===== src/rtl/lifo_stack_if.sv =====
// lifo_stack_if: push/pop/status bundle for lifo_stack.
//   master : producer/consumer side (drives push, wr_data, pop)
//   slave  : stack side (drives rd_data, rd_valid, full, empty, count)
// Optional macro LIFO_ERR_FLAGS_EN adds err_clr (master->slave) and the
// sticky overflow/underflow flags (slave->master).
interface lifo_stack_if #(
    parameter int DATA_WIDTH = 32,
    parameter int DEPTH      = 16
);
    logic                         push;
    logic [DATA_WIDTH-1:0]        wr_data;
    logic                         pop;
    logic [DATA_WIDTH-1:0]        rd_data;
    logic                         rd_valid;
    logic                         full;
    logic                         empty;
    logic [$clog2(DEPTH+1)-1:0]   count;
`ifdef LIFO_ERR_FLAGS_EN
    logic                         err_clr;
    logic                         overflow;
    logic                         underflow;

    modport master (output push, wr_data, pop, err_clr,
                    input  rd_data, rd_valid, full, empty, count, overflow, underflow);
    modport slave  (input  push, wr_data, pop, err_clr,
                    output rd_data, rd_valid, full, empty, count, overflow, underflow);
`else
    modport master (output push, wr_data, pop,
                    input  rd_data, rd_valid, full, empty, count);
    modport slave  (input  push, wr_data, pop,
                    output rd_data, rd_valid, full, empty, count);
`endif
endinterface


===== src/rtl/lifo_stack.sv =====
// lifo_stack: synchronous LIFO of DATA_WIDTH-bit words, DEPTH entries deep.
// Ports:
//   clk   - system clock, rising edge
//   rst_n - asynchronous active-low reset
//   bus   - lifo_stack_if.slave: push/wr_data/pop in; rd_data/rd_valid
//           (registered pop data + one-cycle strobe), full/empty/count out
// Optional macro LIFO_ERR_FLAGS_EN: sticky overflow/underflow flags cleared
// by err_clr. Without it, illegal operations are silently ignored.
module lifo_stack #(
    parameter int DATA_WIDTH = 32,
    parameter int DEPTH      = 16
) (
    input  logic          clk,
    input  logic          rst_n,
    lifo_stack_if.slave   bus
);
    localparam int CW = $clog2(DEPTH + 1);
    localparam int AW = $clog2(DEPTH);

    logic [DATA_WIDTH-1:0] mem_q [DEPTH];
    logic [CW-1:0]         count_q, count_d;
    logic [DATA_WIDTH-1:0] rd_data_q, rd_data_d;
    logic                  rd_valid_q, rd_valid_d;
    logic                  full_w, empty_w;
    logic                  do_push, do_pop;
    logic [AW-1:0]         top_idx, wr_idx;

    assign full_w  = (count_q == CW'(DEPTH));
    assign empty_w = (count_q == '0);

    always_comb begin
        do_pop  = bus.pop && !empty_w;
        // A push into a full stack is legal only when a pop frees the top slot.
        do_push = bus.push && (!full_w || do_pop);
        top_idx = AW'(count_q - CW'(1));
        // Push+pop replaces the current top; a lone push goes above it.
        wr_idx  = do_pop ? top_idx : AW'(count_q);

        count_d = count_q;
        if (do_push && !do_pop)
            count_d = count_q + CW'(1);
        else if (do_pop && !do_push)
            count_d = count_q - CW'(1);

        rd_data_d  = do_pop ? mem_q[top_idx] : rd_data_q;
        rd_valid_d = do_pop;
    end

    // Storage has no reset; contents are discarded logically via count.
    always_ff @(posedge clk) begin
        if (do_push)
            mem_q[wr_idx] <= bus.wr_data;
    end

    always_ff @(posedge clk or negedge rst_n) begin
        if (!rst_n) begin
            count_q    <= '0;
            rd_data_q  <= '0;
            rd_valid_q <= 1'b0;
        end else begin
            count_q    <= count_d;
            rd_data_q  <= rd_data_d;
            rd_valid_q <= rd_valid_d;
        end
    end

    assign bus.rd_data  = rd_data_q;
    assign bus.rd_valid = rd_valid_q;
    assign bus.full     = full_w;
    assign bus.empty    = empty_w;
    assign bus.count    = count_q;

`ifdef LIFO_ERR_FLAGS_EN
    logic overflow_q, overflow_d;
    logic underflow_q, underflow_d;

    // Set has priority over clear when both happen on the same edge.
    always_comb begin
        overflow_d  = bus.err_clr ? 1'b0 : overflow_q;
        underflow_d = bus.err_clr ? 1'b0 : underflow_q;
        if (bus.push && !bus.pop && full_w)
            overflow_d = 1'b1;
        if (bus.pop && !bus.push && empty_w)
            underflow_d = 1'b1;
    end

    always_ff @(posedge clk or negedge rst_n) begin
        if (!rst_n) begin
            overflow_q  <= 1'b0;
            underflow_q <= 1'b0;
        end else begin
            overflow_q  <= overflow_d;
            underflow_q <= underflow_d;
        end
    end

    assign bus.overflow  = overflow_q;
    assign bus.underflow = underflow_q;
`endif
endmodule


===== src/flat_wrapper.sv =====
// flat-port wrapper written by rule: the top's interface ports become plain ports
module lifo_stack_flat 
#(
    parameter int DATA_WIDTH = 32,
    parameter int DEPTH      = 16
)
  (clk, rst_n, bus_push, bus_wr_data, bus_pop, bus_rd_data, bus_rd_valid, bus_full, bus_empty, bus_count);
  lifo_stack_if #(.DATA_WIDTH(DATA_WIDTH), .DEPTH(DEPTH)) bus_i ();
  input  logic clk;
  input  logic rst_n;
  input wire logic [$bits(bus_i.push)-1:0] bus_push;
  input wire logic [$bits(bus_i.wr_data)-1:0] bus_wr_data;
  input wire logic [$bits(bus_i.pop)-1:0] bus_pop;
  output wire logic [$bits(bus_i.rd_data)-1:0] bus_rd_data;
  output wire logic [$bits(bus_i.rd_valid)-1:0] bus_rd_valid;
  output wire logic [$bits(bus_i.full)-1:0] bus_full;
  output wire logic [$bits(bus_i.empty)-1:0] bus_empty;
  output wire logic [$bits(bus_i.count)-1:0] bus_count;
  assign bus_i.push = bus_push;
  assign bus_i.wr_data = bus_wr_data;
  assign bus_i.pop = bus_pop;
  assign bus_rd_data = bus_i.rd_data;
  assign bus_rd_valid = bus_i.rd_valid;
  assign bus_full = bus_i.full;
  assign bus_empty = bus_i.empty;
  assign bus_count = bus_i.count;
  lifo_stack #(.DATA_WIDTH(DATA_WIDTH), .DEPTH(DEPTH)) u_core (.clk(clk), .rst_n(rst_n), .bus(bus_i));
endmodule

===== config.mk =====
export PLATFORM = sky130hd
export DESIGN_NAME = lifo_stack_flat
export DESIGN_NICKNAME = d
export VERILOG_FILES = /design/src/rtl/lifo_stack_if.sv /design/src/rtl/lifo_stack.sv /design/src/flat_wrapper.sv
export SDC_FILE = /design/constraint.sdc
export NUM_CORES = 1
export LEC_CHECK = 0
export CORE_UTILIZATION = 30
export CTS_BUF_LIST = sky130_fd_sc_hd__clkbuf_8
export CTS_CLUSTER_DIAMETER = 30
export DETAILED_ROUTE_END_ITERATION = 6
export DONT_BUFFER_PORTS = 1
export PLACE_DENSITY = 0.47
export REMOVE_ABC_BUFFERS = 1
export SKIP_LAST_GASP = 1
export SYNTH_ARGS = -nofsm -noshare
export SYNTH_HDL_FRONTEND = slang
export SYNTH_SLANG_ARGS = --single-unit

===== constraint.sdc =====
create_clock -name clk -period 9.1 [get_ports clk]
set_input_delay 1.82 -clock clk [delete_from_list [all_inputs] [get_ports clk]]
set_output_delay 1.82 -clock clk [all_outputs]
set_load 0.01 [all_outputs]

Word-level counts from Yosys, hierarchy flattened. Memory sizes are Yosys's and may differ from the RTL's. A register that Yosys moved wholly into a read port is not among the register bits. Index checks and enable logic that the tools add are counted.

$add $sub $neg: 2. Multiply operators: 0. Divide/modulo/power cells: 0. $lt $le $gt $ge: 0. Equal/unequal tests: 1. Shift-type cells: 0. Multiplexer cells: 5. Bitwise operators: 0. Reductions and logical operators: 12.

Operator list (number): two-way mux 5 bit (2); adder 5 x 1 -> 5 bit (second input constant) (1); == test 5 bit (second input constant) (1); logical NOT 1 bit (5); logical NOT 5 bit (1); subtractor 5 x 1 -> 5 bit (second input constant) (1); logical AND 1 bit (4); two-way mux 4 bit (1); two-way mux 1 bit (2); nonzero test 2 bit (1); logical OR 1 bit (1).

Register bits: 6. Latch bits: 0. RAM bits: 512. Memory bits (read-only): 0. Input bits: 36. Logic and storage cells: 23. Memories: 1.

Memories: u_core.mem_q (depth 16, bits a word 32, rd ports 1, clocked after Yosys merged registers in 1, wr ports 1, line lifo_stack.sv:20) `logic [DATA_WIDTH-1:0] mem_q [DEPTH];`.

Longest topological paths before layout. Gate-level depths: netlist of the first run.

Word-level depth: 9. Depth in mapped cells: 14.

Least setup slack after synthesis of the first run. Ideal clock, no wire load.

Path kind: input -> register. Start: input port bus_pop. End: memory u_core.mem_q[14][0], enable pin. Arrival time: 4.143 ns. Slack: 4.536 ns. Stages on the path: 5. Path buffers: 1. Cells stage by stage: clkbuf_1 inv_1 nor4b_1 o211ai_1 nor2_1.

Cells in the longest elaborated chain, start to end: 5.

Ends and longest elaborated chain: from (decl) (line flat_wrapper.sv:13) `input wire logic [$bits(bus_i.pop)-1:0] bus_pop;`; logical AND 1 bit (*) (line lifo_stack.sv:32) `do_pop = bus.pop && !empty_w;`; logical OR 1 bit (line lifo_stack.sv:34) `do_push = bus.push && (!full_w || do_pop);`; logical AND 1 bit (line lifo_stack.sv:34); two-way mux 1 bit (line lifo_stack.sv:51) `if (do_push)`; two-way mux 1 bit (implied by the code) (line lifo_stack.sv:52) `mem_q[wr_idx] <= bus.wr_data;`; to (decl) (line lifo_stack.sv:20).

Mark *: on every way between the ends. The rest lies on a longest branch, timed or not.

Final worst setup path of the first run.
Start: register u_core.count_q[0] (netlist: u_core.bus.count[0]). End: memory u_core.mem_q[10][5], enable pin.

Cells in the longest elaborated chain, start to end: 7.

Ends and longest elaborated chain: from (decl) (line lifo_stack.sv:21) `logic [CW-1:0] count_q, count_d;`; from (signal assigned) (line lifo_stack.sv:61) `count_q <= count_d;`; logical NOT 5 bit (*) (line lifo_stack.sv:29) `assign empty_w = (count_q == '0);`; via bus_empty (line flat_wrapper.sv:17) `output wire logic [$bits(bus_i.empty)-1:0] bus_empty;`; logical NOT 1 bit (*) (line lifo_stack.sv:32); logical AND 1 bit (*) (line lifo_stack.sv:32); via u_core.do_pop (line lifo_stack.sv:25) `logic do_push, do_pop;`; logical OR 1 bit (line lifo_stack.sv:34); logical AND 1 bit (line lifo_stack.sv:34); two-way mux 1 bit (line lifo_stack.sv:51); two-way mux 1 bit (implied by the code) (line lifo_stack.sv:52).

Mark *: on every way through the listed nets, which the timed path passes. The rest lies on a longest branch.

==> metrics, run 1 <==
pwr dens=about 360 nW/µm²; Sinks on Clock Net=550; top-area cell type share of the netlist area=73.14%; Leak=roughly 0.008 µW; post-CTS setup buffers=0; Skew-Pair Late Insertion Delay=around 720 ps; DRC=0; Setup Total Neg Slack=0 ps; final setup violation count=0; count leader, synth=edfxtp_1; clk root buf=clkbuf_8; Syn-to-layout area delta=18.90%; # H-tree levels=3; clk_skew=31.95 ps; row count=96; max-cap violation count=0; DP Wirelength=roughly 25000 µm; initial drt markers=~750; Syn Std Cell Area=between 20000 and 25000 µm²; first-pass GRT wire length=between 70000 and 80000 µm; post_cts resized=0; Starting Density=30.49%; Synth Instances=~930; fmax=between 200 and 250 MHz; critical path class=flip-flop to flip-flop; worst-margin pin slew=about 1200 ps; clk slew on worst S/H paths=60 ps; routed length per instance=23.80 µm; Worst R2R Path Depth=9; CORE AREA=roughly 69000 µm²; vias in the first global route=about 11000; predominant post-synthesis flop cell=edfxtp_1; most frequent cells after synthesis=edfxtp_1, mux4_2, mux2i_1, dfrtp_1, nand2_1; Rel. slew slack=about a fifth; post-synth top area cell=edfxtp_1; Final Hold Fails=0; CTS buffer count=approximately 120; Final nets=1059; Clock Tree Buf Depth=3; synthesis warning total=0; unrepaired setup endpoints after global routing=no; routed vias=9723; fraction of layout cells with a size suffix above 1=around 33%; area of the die=slightly above 70000 µm²; number of flops mapped to enable cells by yosys=between 500 and 600; gp weighted congestion=0.7069; asr flop ratio synth=6.909%; maximum vdd drop=0.0002366 V; hold buffer count at cts=0; non-filler instance count after layout=2057; Routed Wire Length=48960 µm; DIE HEIGHT=around 270 µm; largest net degree at the start of global routing=around 60; critical path peak fanout=35; IO buf count=0; initial antenna violation count=0; ranking of synthesized cells by area=edfxtp_1, mux4_2, dfrtp_1, mux2i_1, o221ai_1; Vias/cell=between 4 and 5; outcome=completed; num ports=76; Final min period=between 4000 and 5000 ps; total power=approximately 9000 µW; n_diodes=0; filler instances=around 6400; sequential element share of the synthesized area=77.66%; Yosys reg bits=between 500 and 600; endpoint class of the critical path=flip-flop; CTS tree=yes; die width=roughly 270 µm; placed cell count=1831; worst min path class=flip-flop to flip-flop; hold-critical path depth=2; syn_area_per_cell=around 23 µm²; Min Hold Slack=~580 ps; DRT Pass-1 Iters=4; Worst EP arrival=between 5000 and 6000 ps; Synth cell types=42; Final Max Slew Viols=0; sequential cell area=16330 µm²; Multi-input gate area=4524 µm²; GRT overflow=0; GRT Overall Usage=between 10% and 20%; Tcrit/Tclk final=between 50% and 60%; remaining antenna violation count after routing=0; startpoint types=flip-flop; Critical Path RT=between 9000 and 10000 ps
[cell usage in the layout, fill, tap and decap left out, drive strengths merged, types with 4 or more instances in the layout]
cell        n
xor2        5
edfxtp    512
inv        29
clkinvlp   10
clkbuf    127
mux2i      66
nand4       4
bufinv     21
nand2      34
clkinv     45
dfrtp      38
nor2       18
o221ai     32
mux4      128
buf        23
[state kept, by name, summed over array words and instances (netlist names)]
register / count
u_core.bus.rd_valid: 1
u_core.bus.count: 5
u_core.mem_q: 512
u_core.bus.rd_data: 32
[through the flow]
step	setup slack, ps	instance area (µm²)	util [%]
floorplan	-2315	20740	-
global placement	4330	22220	32.22
detailed placement	4268	22220	32.22
CTS	4310	25000	36.25
global route	4129	25000	36.25
finish	4401	25000	36.25
[power breakdown]
| group | switching, µW | total [µW] | internal (µW) |
|---|---|---|---|
| Combinational | 1430 | 2610 | 1170 |
| Sequential | 233 | 3380 | 3150 |
| Clock | 1150 | 3050 | 1900 |
[cell families (layout without fill, tap and decap cells)]
family	Yosys count	in the layout	share of synthesized area (%)
AO/OA/AOI/OAI	49	49	1.905
XOR/XNOR	7	7	0.3809
adder cells (fa/ha/maj)	3	3	0.1786
buffers and inverters	56	255	1.446
flip-flops	550	550	77.66
multiplexers	194	194	16.86
AND/OR/NAND/NOR	68	68	1.571
[worst paths after layout]
path	start	slack, ps	endpoint
min	u_core.bus.rd_data[6]$_DFFE_PN0N_	580	u_core.bus.rd_data[6]$_DFFE_PN0N_
min in group asynchronous	rst_n	810	u_core.bus.rd_data[18]$_DFFE_PN0N_
max	u_core.bus.count[0]$_DFFE_PN0P_	4400	u_core.mem_q[10][5]$_DFFE_PP_
max reg2reg	u_core.bus.count[0]$_DFFE_PN0P_	4400	u_core.mem_q[10][5]$_DFFE_PP_
max in group asynchronous	rst_n	8160	u_core.bus.rd_data[12]$_DFFE_PN0N_
min reg2reg	u_core.bus.rd_data[6]$_DFFE_PN0N_	580	u_core.bus.rd_data[6]$_DFFE_PN0N_
[layer usage]
layer	GRT usage [%]	vias up	share of wire, %
met3	3.792	81	5.8
met1	18.55	5254	44
met4	5.343	0	2.1
li1	-	4148	-
met5	0	-	0
met2	22.19	240	48
[worst max-delay path: stages, from the launching register on]
cell and delay (ps):
dfrtp_4 710, inv_1 260, ha_4 230, or4b_4 520, clkinv_2 150, nor2_4 70
inv_2 760, a31oi_1 540, nor2_4 630, buf_4 440
[area by class of cell]
type                       count  share of cell area [%]
sequential                   550                   65.33
clock buffer                 127                   6.993
timing repair buffer          23                  0.6908
clock inverter                99                   4.130
tap                          931                   4.660
inverter                       6                 0.09511
multi-input combinational    321                   18.10
Note: power is estimated with default switching activity, not from simulation.
==> run 2, diff against run 1 <==
==> constraint.sdc (replaced) <==
create_clock -name clk -period 4.5 [get_ports clk]
set_input_delay 0.9 -clock clk [delete_from_list [all_inputs] [get_ports clk]]
set_output_delay 0.9 -clock clk [all_outputs]
set_load 0.01 [all_outputs]
==> run 2 against run 1 <==
Effect of this change:
- count of clock-buffer cells in the layout fell by 7
- power increased by 97%
- sequential share of layout area rose by 0.098 points
- worst setup slack lost 3500 ps
- non-clock buffer count grew 6
- cell count decreased by 0.24%
- clock skew grew 0.72 ps
- final area shrank 0.15%
- global-route usage decreased by 0.17 points
- first-iteration DRC count decreased by 21%
- highest routed layer unchanged
==> metrics, run 2 (synthesis results as in run 1) <==
max reg flops=512 (unchanged); Post-Place Worst Slack=928.1 ps (-3340 ps); area of the die=71130 µm² (unchanged); Tcrit/Tclk final=79.51% (+28 points); total power=17780 µW (+97%); placed cell count=1836 (+0.27%); clk_skew=32.67 ps (+0.7174 ps); Vias/cell=4.661 (-1.4%); maximum vdd drop=0.0007336 V (+210%); DRC=0 (unchanged); largest net degree at the start of global routing=91 (+54%); clk slew on worst S/H paths=60 ps (about the same); Worst EP arrival=3950 ps (-1100 ps); Rel. slew slack=29.42% (+8.5 points); initial drt markers=593 (-21%); first-pass GRT wire length=70970 µm (-1.3%); Final Max Slew Viols=0 (unchanged); vias in the first global route=10500 (-0.60%); Crit path max-delay family=simple AND/OR/NAND/NOR gates; # H-tree levels=3 (unchanged); Syn-to-layout area delta=18.73%; Clock Tree Buf Depth=3 (unchanged); non-filler instance count after layout=2052 (-0.24%); DP Wirelength=25680 µm (+3.2%); max incr delay on CP=610 ps (-150 ps); final setup violation count=0 (unchanged); routed vias=9564 (-1.6%); die width=266.7 µm (unchanged); worst min path class=input pin to asynchronous set/reset pin; critical path peak fanout=21 (-40%); initial antenna violation count=1 (+1); Sinks on Clock Net=550 (unchanged); post_cts resized=0 (unchanged); outcome=completed; row count=96 (unchanged); gp weighted congestion=0.7126 (+0.81%); Final min period=3578 ps (-1120 ps); GRT overflow=0 (unchanged); commonest non-fill, non-tap cells in the layout=edfxtp_1, mux4_2, clkbuf_8; CP cell instances=inv_1 -> ha_4 -> or4b_4 -> clkinv_2 -> nor2_4 -> inv_2 -> a31oi_1 -> nor2_4 -> buf_12; worst-margin pin slew=1055 ps (-130.7 ps); commonest non-fill, non-tap cell in the layout=edfxtp_1; Critical Path RT=4870 ps (-4580 ps); IO buf count=0 (unchanged); DIE HEIGHT=266.7 µm (unchanged); Leak=0.008101 µW (-0.92%); pwr dens=712.4 nW/µm² (+97%); Skew-Pair Late Insertion Delay=690 ps (-30 ps); CP most frequent cell=nor2_4; routed length per instance=23.42 µm (-1.6%); hold buffer count at cts=1 (+1); clk root buf=clkbuf_8; Largest Register=u_core.mem_q; startpoint types=flip-flop; CTS tree=yes; Final nets=1060 (+0.094%); Final Hold Fails=0 (unchanged); post-CTS setup buffers=0 (unchanged); CTS buffer count=113 (-4.2%); fmax=279.5 MHz (+31%); max-cap violation count=0 (unchanged); utilization after layout=36.20% (-0.055 points); setup ws final=921.8 ps (-3480 ps); Starting Density=30.49% (unchanged); remaining antenna violation count after routing=0 (unchanged); num ports=76 (unchanged); Min Hold Slack=82.71 ps (-496.4 ps); critical path class=flip-flop to flip-flop; unrepaired setup endpoints after global routing=no; Routed Wire Length=48050 µm (-1.9%); Slowest cell on crit path=nor2_4; fraction of layout cells with a size suffix above 1=32.35% (-0.69 points); GRT Overall Usage=13.91% (-0.17 points); CORE AREA=68950 µm² (unchanged); endpoint class of the critical path=flip-flop; WP buf/inv=4 (unchanged); DRT Pass-1 Iters=5 (+1)
==> run 2: cell types whose count changed in the layout (fill, tap and decap cells not counted), moves of 2 or more <==
cell       change
buf_12        +13
buf_4          -8
bufinv_16      -7
clkbuf_8       -7
clkinv_1       +4
clkinv_2      -10
clkinv_4      +10
diode_2        +2
inv_6          -2
==> run 2: metrics by stage <==
| step | area [µm²] | TNS [ps] |
|---|---|---|
| 3_3_place_gp | 22420 | 0 |
| 4_1_cts | 24950 | 0 |
| 2_1_floorplan | 20740 | -3420530 |
| 3_5_place_dp | 22420 | 0 |
| 5_1_grt | 24960 | 0 |
| 6_report | 24960 | 0 |
==> run 2: cell type report <==
cell class / instances / area, µm²
fillers: 6345 / 43990
flip-flops and latches: 550 / 16330
multi-input cells: 321 / 4524
clock buffers: 120 / 1652
well taps: 931 / 1165
clock inverters: 93 / 858.3
repair buffers: 29 / 400.4
inverters: 6 / 23.77
diodes: 2 / 5.005
==> run 2: report_power, final <==
group          internal [µW]  switching [µW]  total (µW)
Sequential              6360             395        6750
Clock                   3320            2280        5600
Combinational           2460            2970        5430
Total                  12100            5640       17800
==> run 2: final timing paths <==
kind	from	to	slack, ps	depth (start not counted)
min in group clk	bus_wr_data[3]	u_core.mem_q[8][3]$_DFFE_PP_	300	0
worst min-delay path	rst_n	u_core.bus.rd_data[11]$_DFFE_PN0N_	80	1
worst max-delay path	u_core.bus.count[0]$_DFFE_PN0P_	u_core.mem_q[7][30]$_DFFE_PP_	920	9
worst max register to register	u_core.bus.count[0]$_DFFE_PN0P_	u_core.mem_q[7][30]$_DFFE_PP_	920	9
worst min register to register	u_core.bus.rd_data[27]$_DFFE_PN0N_	u_core.bus.rd_data[27]$_DFFE_PN0N_	580	2
max in group asynchronous	rst_n	u_core.bus.rd_data[4]$_DFFE_PN0N_	4140	1
==> run 2: metal layers <==
metal	vias up	global-route usage [%]	wire, µm
li1	4148	-	-
met1	5119	18.33	21610
met2	232	21.78	22600
met3	65	3.986	2858
met4	0	5.219	981
met5	-	0	0
